<file path="config.mk">
export PLATFORM = sky130hd
export DESIGN_NAME = bcd_counter_multi
export DESIGN_NICKNAME = d
export VERILOG_FILES = /design/src/rtl/bcd_pkg.sv /design/src/rtl/bcd_digit.sv /design/src/rtl/bcd_counter_multi.sv
export SDC_FILE = /design/constraint.sdc
export NUM_CORES = 1
export LEC_CHECK = 0
export BUFFER_PORTS_ARGS = -buffer_cell sky130_fd_sc_hd__buf_2
export CORE_UTILIZATION = 50
export CTS_BUF_LIST = sky130_fd_sc_hd__clkbuf_8 sky130_fd_sc_hd__clkbuf_16
export DETAILED_ROUTE_END_ITERATION = 8
export PLACE_DENSITY = 0.83
export RECOVER_POWER = 100
export SLEW_MARGIN = 10
export SYNTH_ARGS = -nofsm -noshare
export SYNTH_HDL_FRONTEND = slang
export SYNTH_SLANG_ARGS = --single-unit
</file>
<file path="constraint.sdc">
create_clock -name clk -period 2.5 [get_ports clk]
set_clock_uncertainty 0.2 [all_clocks]
set_input_delay 0.25 -clock clk [delete_from_list [all_inputs] [get_ports clk]]
set_output_delay 0.25 -clock clk [all_outputs]
set_load 0.02 [all_outputs]
</file>
<file path="src/rtl/bcd_pkg.sv">
// rtl/bcd_pkg.sv - shared BCD digit type, limits and load clamp
// Contents: bcd_t (one packed BCD digit), BCD_MAX, BCD_ZERO, bcd_clamp()
package bcd_pkg;

   typedef logic [3:0] bcd_t;

   localparam bcd_t BCD_MAX  = 4'd9;
   localparam bcd_t BCD_ZERO = 4'd0;

   // Forces any non-decimal nibble (A..F) down to 9 so a stored digit is always BCD.
   function automatic bcd_t bcd_clamp(input bcd_t d);
      return (d > BCD_MAX) ? BCD_MAX : d;
   endfunction

endpackage

</file>
<file path="src/rtl/bcd_digit.sv">
// rtl/bcd_digit.sv - single decade stage of the multi-digit BCD counter
// Ports:
//   clk, rst        clock, asynchronous active-low reset
//   clr             synchronous clear to 0 (highest priority)
//   load            synchronous load of load_digit (clamped to 9)
//   load_digit      digit value to load
//   inc_in          increment this digit on the edge (formed by the parent)
//   q_digit         current digit value, always 0..9
//   at_max          high while q_digit is 9
module bcd_digit
   import bcd_pkg::*;
(
   input  logic clk,
   input  logic rst,
   input  logic clr,
   input  logic load,
   input  bcd_t load_digit,
   input  logic inc_in,
   output bcd_t q_digit,
   output logic at_max
);

   assign at_max = (q_digit == BCD_MAX);

   always_ff @(posedge clk or negedge rst) begin
      if (!rst) begin
         q_digit <= BCD_ZERO;
      end else if (clr) begin
         q_digit <= BCD_ZERO;
      end else if (load) begin
         q_digit <= bcd_clamp(load_digit);
      end else if (inc_in) begin
         q_digit <= at_max ? BCD_ZERO : q_digit + 4'd1;
      end
   end

endmodule

</file>
<file path="src/rtl/bcd_counter_multi.sv">
// rtl/bcd_counter_multi.sv - parametrised multi-digit BCD up-counter with load, clear, saturation and sticky overflow
// Parameters: DIGITS (1..8), SATURATE (0 = wrap at all-9s, 1 = hold at all-9s)
// Ports:
//   clk, rst        clock, asynchronous active-low reset
//   enb             count enable, one increment per edge
//   clr             synchronous clear of count and ovf
//   load            synchronous parallel load of load_val
//   load_val        packed BCD load value, digit i in [4i+3:4i]
//   q               packed BCD count, digit 0 least significant
//   carry           combinational ripple-out, high in the cycle whose edge wraps
//   ovf             sticky overflow, set by an enabled increment at all-9s
module bcd_counter_multi
   import bcd_pkg::*;
#(
   parameter int DIGITS   = 4,
   parameter bit SATURATE = 1'b0
)
(
   input  logic                  clk,
   input  logic                  rst,
   input  logic                  enb,
   input  logic                  clr,
   input  logic                  load,
   input  logic [4*DIGITS-1:0]   load_val,
   output logic [4*DIGITS-1:0]   q,
   output logic                  carry,
   output logic                  ovf
);

   logic [DIGITS-1:0] at_max;
   logic [DIGITS-1:0] inc_in;
   logic              all_max;
   logic              count_en;

   assign all_max = &at_max;

   // In saturating mode the increment is suppressed at terminal count so every digit holds 9.
   assign count_en = enb & ~(SATURATE & all_max);

   genvar i;
   generate
      for (i = 0; i < DIGITS; i++) begin : g_digit
         // Digit i steps only when every lower digit is at 9.
         if (i == 0) begin : g_first
            assign inc_in[i] = count_en;
         end else begin : g_rest
            assign inc_in[i] = inc_in[i-1] & at_max[i-1];
         end

         bcd_digit u_digit (
            .clk        (clk),
            .rst        (rst),
            .clr        (clr),
            .load       (load),
            .load_digit (load_val[4*i +: 4]),
            .inc_in     (inc_in[i]),
            .q_digit    (q[4*i +: 4]),
            .at_max     (at_max[i])
         );
      end
   endgenerate

   assign carry = enb & all_max & ~clr & ~load & ~SATURATE;

   // Only an enabled increment at terminal count sets ovf; a load leaves it untouched.
   always_ff @(posedge clk or negedge rst) begin
      if (!rst) begin
         ovf <= 1'b0;
      end else if (clr) begin
         ovf <= 1'b0;
      end else if (!load && enb && all_max) begin
         ovf <= 1'b1;
      end
   end

endmodule
</file>
# Word-level counts from Yosys, hierarchy flattened
# Index checks and enable logic that the tools add are counted.
# word_totals
register_bits	17
elab_cells	56
# classes
addsub	4
magnitude_cmp	4
n_eq_ne	4
muxes	22
n_bitwise	8
n_reduce_logical	9
# ops
operator	n
4-bit 2-to-1 mux	20
4-bit by 1-bit adder with 4-bit output (second input constant)	4
4-bit equality test (second input constant)	4
4-bit > comparator (second input constant)	4
3-bit nonzero test	4
1-bit bitwise AND	6
4-bit AND reduction	1
1-bit logical AND	2
1-bit 2-to-1 mux	2
1-bit NOT	2
2-bit nonzero test	1
1-bit logical NOT	1

# Depth between registers and ports, before layout
# logic_depth
depth_word	7
mapped_depth	7
depth_no_buf	6

# By module
# From an unflattened synthesis, not the netlist that was laid out.
# hier_totals
hier_cells	145
area_unflattened_um2	1305.0
# modules_own_cells
module	instances	cells_each	area_each_um2	seq_area_each_um2
bcd_digit	4	34	304.0	100.1
bcd_counter_multi	1	9	88.8	25.0

# Worst setup path after synthesis
# OpenSTA, ideal clock, no wires.
# synth_path
path_kind	reg-to-reg
start	reg g_digit[0].u_digit.q_digit[1]
end	reg g_digit[3].u_digit.q_digit[3]
arrival_time_ps	1803
required_ps	2220
slack_ps	417
path_stages_with_launch	8
path_buffers	1
cell_sequence	dfrtp_1 > inv_1 > ha_1 > and4b_4 > and3_4 > buf_6 > or4b_4 > o211ai_2
# synth_between
elab_chain_len	5
# synth_lines
item	line_no	text
start, declared	bcd_digit.sv:19	output bcd_t q_digit,
start signal, assigned	bcd_digit.sv:31	q_digit <= bcd_clamp(load_digit);
start signal, assigned	bcd_digit.sv:33	q_digit <= at_max ? BCD_ZERO : q_digit + 4'd1;
4-bit equality test	bcd_digit.sv:23	assign at_max = (q_digit == BCD_MAX);
1-bit bitwise AND (3 in a row)	bcd_counter_multi.sv:47	assign inc_in[i] = inc_in[i-1] & at_max[i-1];
3-bit nonzero test (no source line)	n/a	
end signal, assigned	bcd_digit.sv:31	
end signal, assigned	bcd_digit.sv:33	
end, declared	bcd_digit.sv:19	
# Every way passes these cells.
# A chain may end at the register's enable or synchronous reset.

# Worst setup path after layout
# layout_path
start	reg g_digit[0].u_digit.q_digit[1]
end	out carry
# layout_between
elab_chain_len	5
# layout_lines
item	line_no	text
4-bit equality test	bcd_digit.sv:23	
4-bit AND reduction	bcd_counter_multi.sv:35	assign all_max = &at_max;
1-bit bitwise AND (3 in a row)	bcd_counter_multi.sv:63	assign carry = enb & all_max & ~clr & ~load & ~SATURATE;
end, declared	bcd_counter_multi.sv:26	output logic carry,
# Every way passes these cells.

==> qor.txt <==
overall overflow remaining after global route: 0
r2r worst-path depth: 5
core footprint: 2300 sq um
total via count in the routed design: 1246
MaxCap Viol Count: 0
Row Count: 17
Peak Freq: 0.427 GHz
syn nets: 172
clock slew seen by the registers of the worst setup and hold paths: 0.07 ns
vias per inst: 5.99
largest vdd supply drop: 0.310 mV
worst-path fanout max: 9
synthesis-to-layout area growth: 17.2%
total power: 665 uW
Worst Hold Endpoint: g_digit[0].u_digit.q_digit[1]$_DFFE_PN0P_
antenna violations before repair: 0
antenna diode count: 0
Synth area leaders: sky130_fd_sc_hd__dfrtp_1, sky130_fd_sc_hd__ha_1, sky130_fd_sc_hd__nand2_1
detailed router's first-iteration violation count: 26
H-Tree Depth: 1
final sum of negative setup slack: 0 ns
Worst Hold Margin: 0.0428 ns
# clock sinks: 17
HP Class: in -> reg
vias in the first global route: 1152
TritonCTS buffer count: 3
final setup margin: 0.159 ns
sort of element at the end of the critical path: output port
wire length of the first global-routing pass: 4680 um
worst slack at placement: 0.462 ns
number of input and output port buffers inserted: 38
run status: complete, no violations
Post-Route Utilization: 63.9%
Layout Cell Area excl Fill: 1470 sq um
Yosys top cell by area: sky130_fd_sc_hd__dfrtp_1
hold path depth: 3
number of search-and-repair iterations in the first detailed-routing pass: 4
Yosys warning total: 0
final critical-path share of the clock period: 93.6%
leakage power figure: 0.665 nW
instance count of the mapped netlist: 143
beginning of the worst hold path: load_val[1]
share of synthesized area occupied by flip-flops and latches: 33.9%
Avg Inst Size Synth: 8.77 sq um
Detail Placement HPWL: 2210 um
maximum buffer depth of the clock tree: 2
Final GP Congestion: 0.781
dominant combinational cell family by area after synthesis: simple AND/OR/NAND/NOR gates
fraction of the mapped netlist area in simple logic gates: 25.9%
worst reg2reg path endpoint: g_digit[1].u_digit.q_digit[1]$_DFFE_PN0P_
post-detailed-route wirelength per cell: 14.5 um
Post-Synthesis Cell Area: 1250 sq um
Yosys cell types: 44
leading cell type in the layout, fill and taps excluded: sky130_fd_sc_hd__buf_2
Post-Synth Adder-Cell Area: 7.98%
post-synthesis compound-gate area fraction: 23.7%
fraction of synthesized area in multiplexers: 1.70%
number of placed instances with taps included: 203
crit path kind: reg -> out
number of remaining DRC errors: 0
maximum number of pins on one net before global-route repair: 28
placed cell area: 1450 sq um
Post-synth top flop: sky130_fd_sc_hd__dfrtp_1
Reg2Reg Setup Slack: 0.35 ns
setup repair after global routing missed its margin: no
floorplan die height: 52.1 um
GRT Overall Usage: 23.7%
Fin. Hold Viols: 0
Post-layout nets: 210
Die Width: 52.1 um
fraction of layout instances using a drive strength above 1: 18.3%
ratio of total power to cell area: 453 nW/um^2
clock period minus worst slack: 2.34 ns
clock latency at the later pin of the worst-skew pair: 0.26 ns
count of nets left with antenna violations after detail routing: 0
final slew viol count: 0
worst-margin pin slew: 1.00 ns
wirelength, routed: 3010 um
kind of launch point of the worst setup path: flip-flop
clock tree from TritonCTS: done
commonest non-fill, non-tap cells in the layout: sky130_fd_sc_hd__buf_2, sky130_fd_sc_hd__clkbuf_1, sky130_fd_sc_hd__dfrtp_1
die area: 2710 sq um
reg-to-reg critical path startpoint: g_digit[0].u_digit.q_digit[1]$_DFFE_PN0P_
initial standard-cell utilization of the core: 54.6%
Slew Limit Headroom: 33.3%
number of flops mapped to enable cells by yosys: 0
Final Non-Filler Cells: 208
post-synthesis xor/xnor area fraction: 0.699%
clock root buffer: sky130_fd_sc_hd__clkbuf_8
I/O pins: 39
final number of setup-violating endpoints: 0
post-synth top area share: 33.9%
async set or reset register ratio after synthesis: 100%
layout filler cell count: 221
required time at the endpoint of the critical path: 2.05 ns
register bit total from synthesis: 17
Arrival @ worst endpoint: 1.89 ns
-- cells by family (layout without fill, tap and decap cells) --
kind of cell,after synthesis,in the layout
AO/OA/AOI/OAI,43,43
XOR/XNOR,1,1
adder cells (fa/ha/maj),8,8
buffers and inverters,18,55
flip-flops,17,17
multiplexers,2,2
AND/OR/NAND/NOR,54,54
-- per-layer routing --
| layer | part of all wire [%] | routed length, um | track usage [%] |
|---|---|---|---|
| met3 | 5.5 | 165 | 2.63 |
| met2 | 48 | 1430 | 42.1 |
| met1 | 45 | 1360 | 27.0 |
| met4 | 1.8 | 53 | 13.5 |
| met5 | 0 | 0 | 0 |
-- synth_stat cells, types with 3 or more instances --
cell                       count
sky130_fd_sc_hd__dfrtp_1      17
sky130_fd_sc_hd__nand2_1      16
sky130_fd_sc_hd__inv_1        12
sky130_fd_sc_hd__o21ai_0      11
sky130_fd_sc_hd__a21oi_1       8
sky130_fd_sc_hd__ha_1          8
sky130_fd_sc_hd__nor2_1        8
sky130_fd_sc_hd__a211oi_1      5
sky130_fd_sc_hd__nor3_1        5
sky130_fd_sc_hd__a221oi_1      4
sky130_fd_sc_hd__nand3b_1      4
sky130_fd_sc_hd__a21o_1        3
sky130_fd_sc_hd__clkbuf_1      3
-- worst max-delay path, cell delays in order (launching register included) --
cell	delay (ns)
sky130_fd_sc_hd__dfrtp_1	0.43
sky130_fd_sc_hd__inv_1	0.08
sky130_fd_sc_hd__ha_1	0.22
sky130_fd_sc_hd__and4b_4	0.29
sky130_fd_sc_hd__and3_4	0.24
sky130_fd_sc_hd__and3_2	0.20
sky130_fd_sc_hd__clkbuf_2	0.17
-- power by group --
part / total (mW) / switching (mW) / internal (mW)
Sequential: 0.315 / 0.0248 / 0.290
Combinational: 0.139 / 0.0845 / 0.0547
Clock: 0.211 / 0.101 / 0.109
-- worst max path at each step --
stage               slack, ns                                        end                                       from  cells after the start
finish                   0.16                                      carry  g_digit[0].u_digit.q_digit[1]$_DFFE_PN0P_                      6
global route             0.08                                      carry  g_digit[0].u_digit.q_digit[1]$_DFFE_PN0P_                      6
CTS                      0.16                                      carry  g_digit[0].u_digit.q_digit[1]$_DFFE_PN0P_                      6
detailed placement       0.46                                      carry  g_digit[0].u_digit.q_digit[1]$_DFFE_PN0P_                      6
global placement         0.50                                      carry  g_digit[0].u_digit.q_digit[1]$_DFFE_PN0P_                      6
floorplan                0.42  g_digit[3].u_digit.q_digit[3]$_DFFE_PN0P_  g_digit[0].u_digit.q_digit[1]$_DFFE_PN0P_                      7
-- what timing repair did --
action | in CTS | in global routing
resized for setup | 0 | 0
endpoints found under the hold margin | 17 | 0
hold buffers | 1 | 0
setup buffers | 0 | 0
-- registers in the layout, summed over array words and instances, names as in the netlist --
name / cells
g_digit.u_digit.q_digit: 16
ovf: 1
-- cell type report --
class                      instances  area [sq um]  area share (%)
clock buffer                       3          41.3            2.81
clock inverter                     1          3.75           0.256
inverter                          12          45.0            3.07
multi-input combinational        108           741            50.4
sequential                        17           425            29.0
tap                               28          35.0            2.39
timing repair buffer              39           178            12.1
Note: power is estimated with default switching activity, not from simulation.
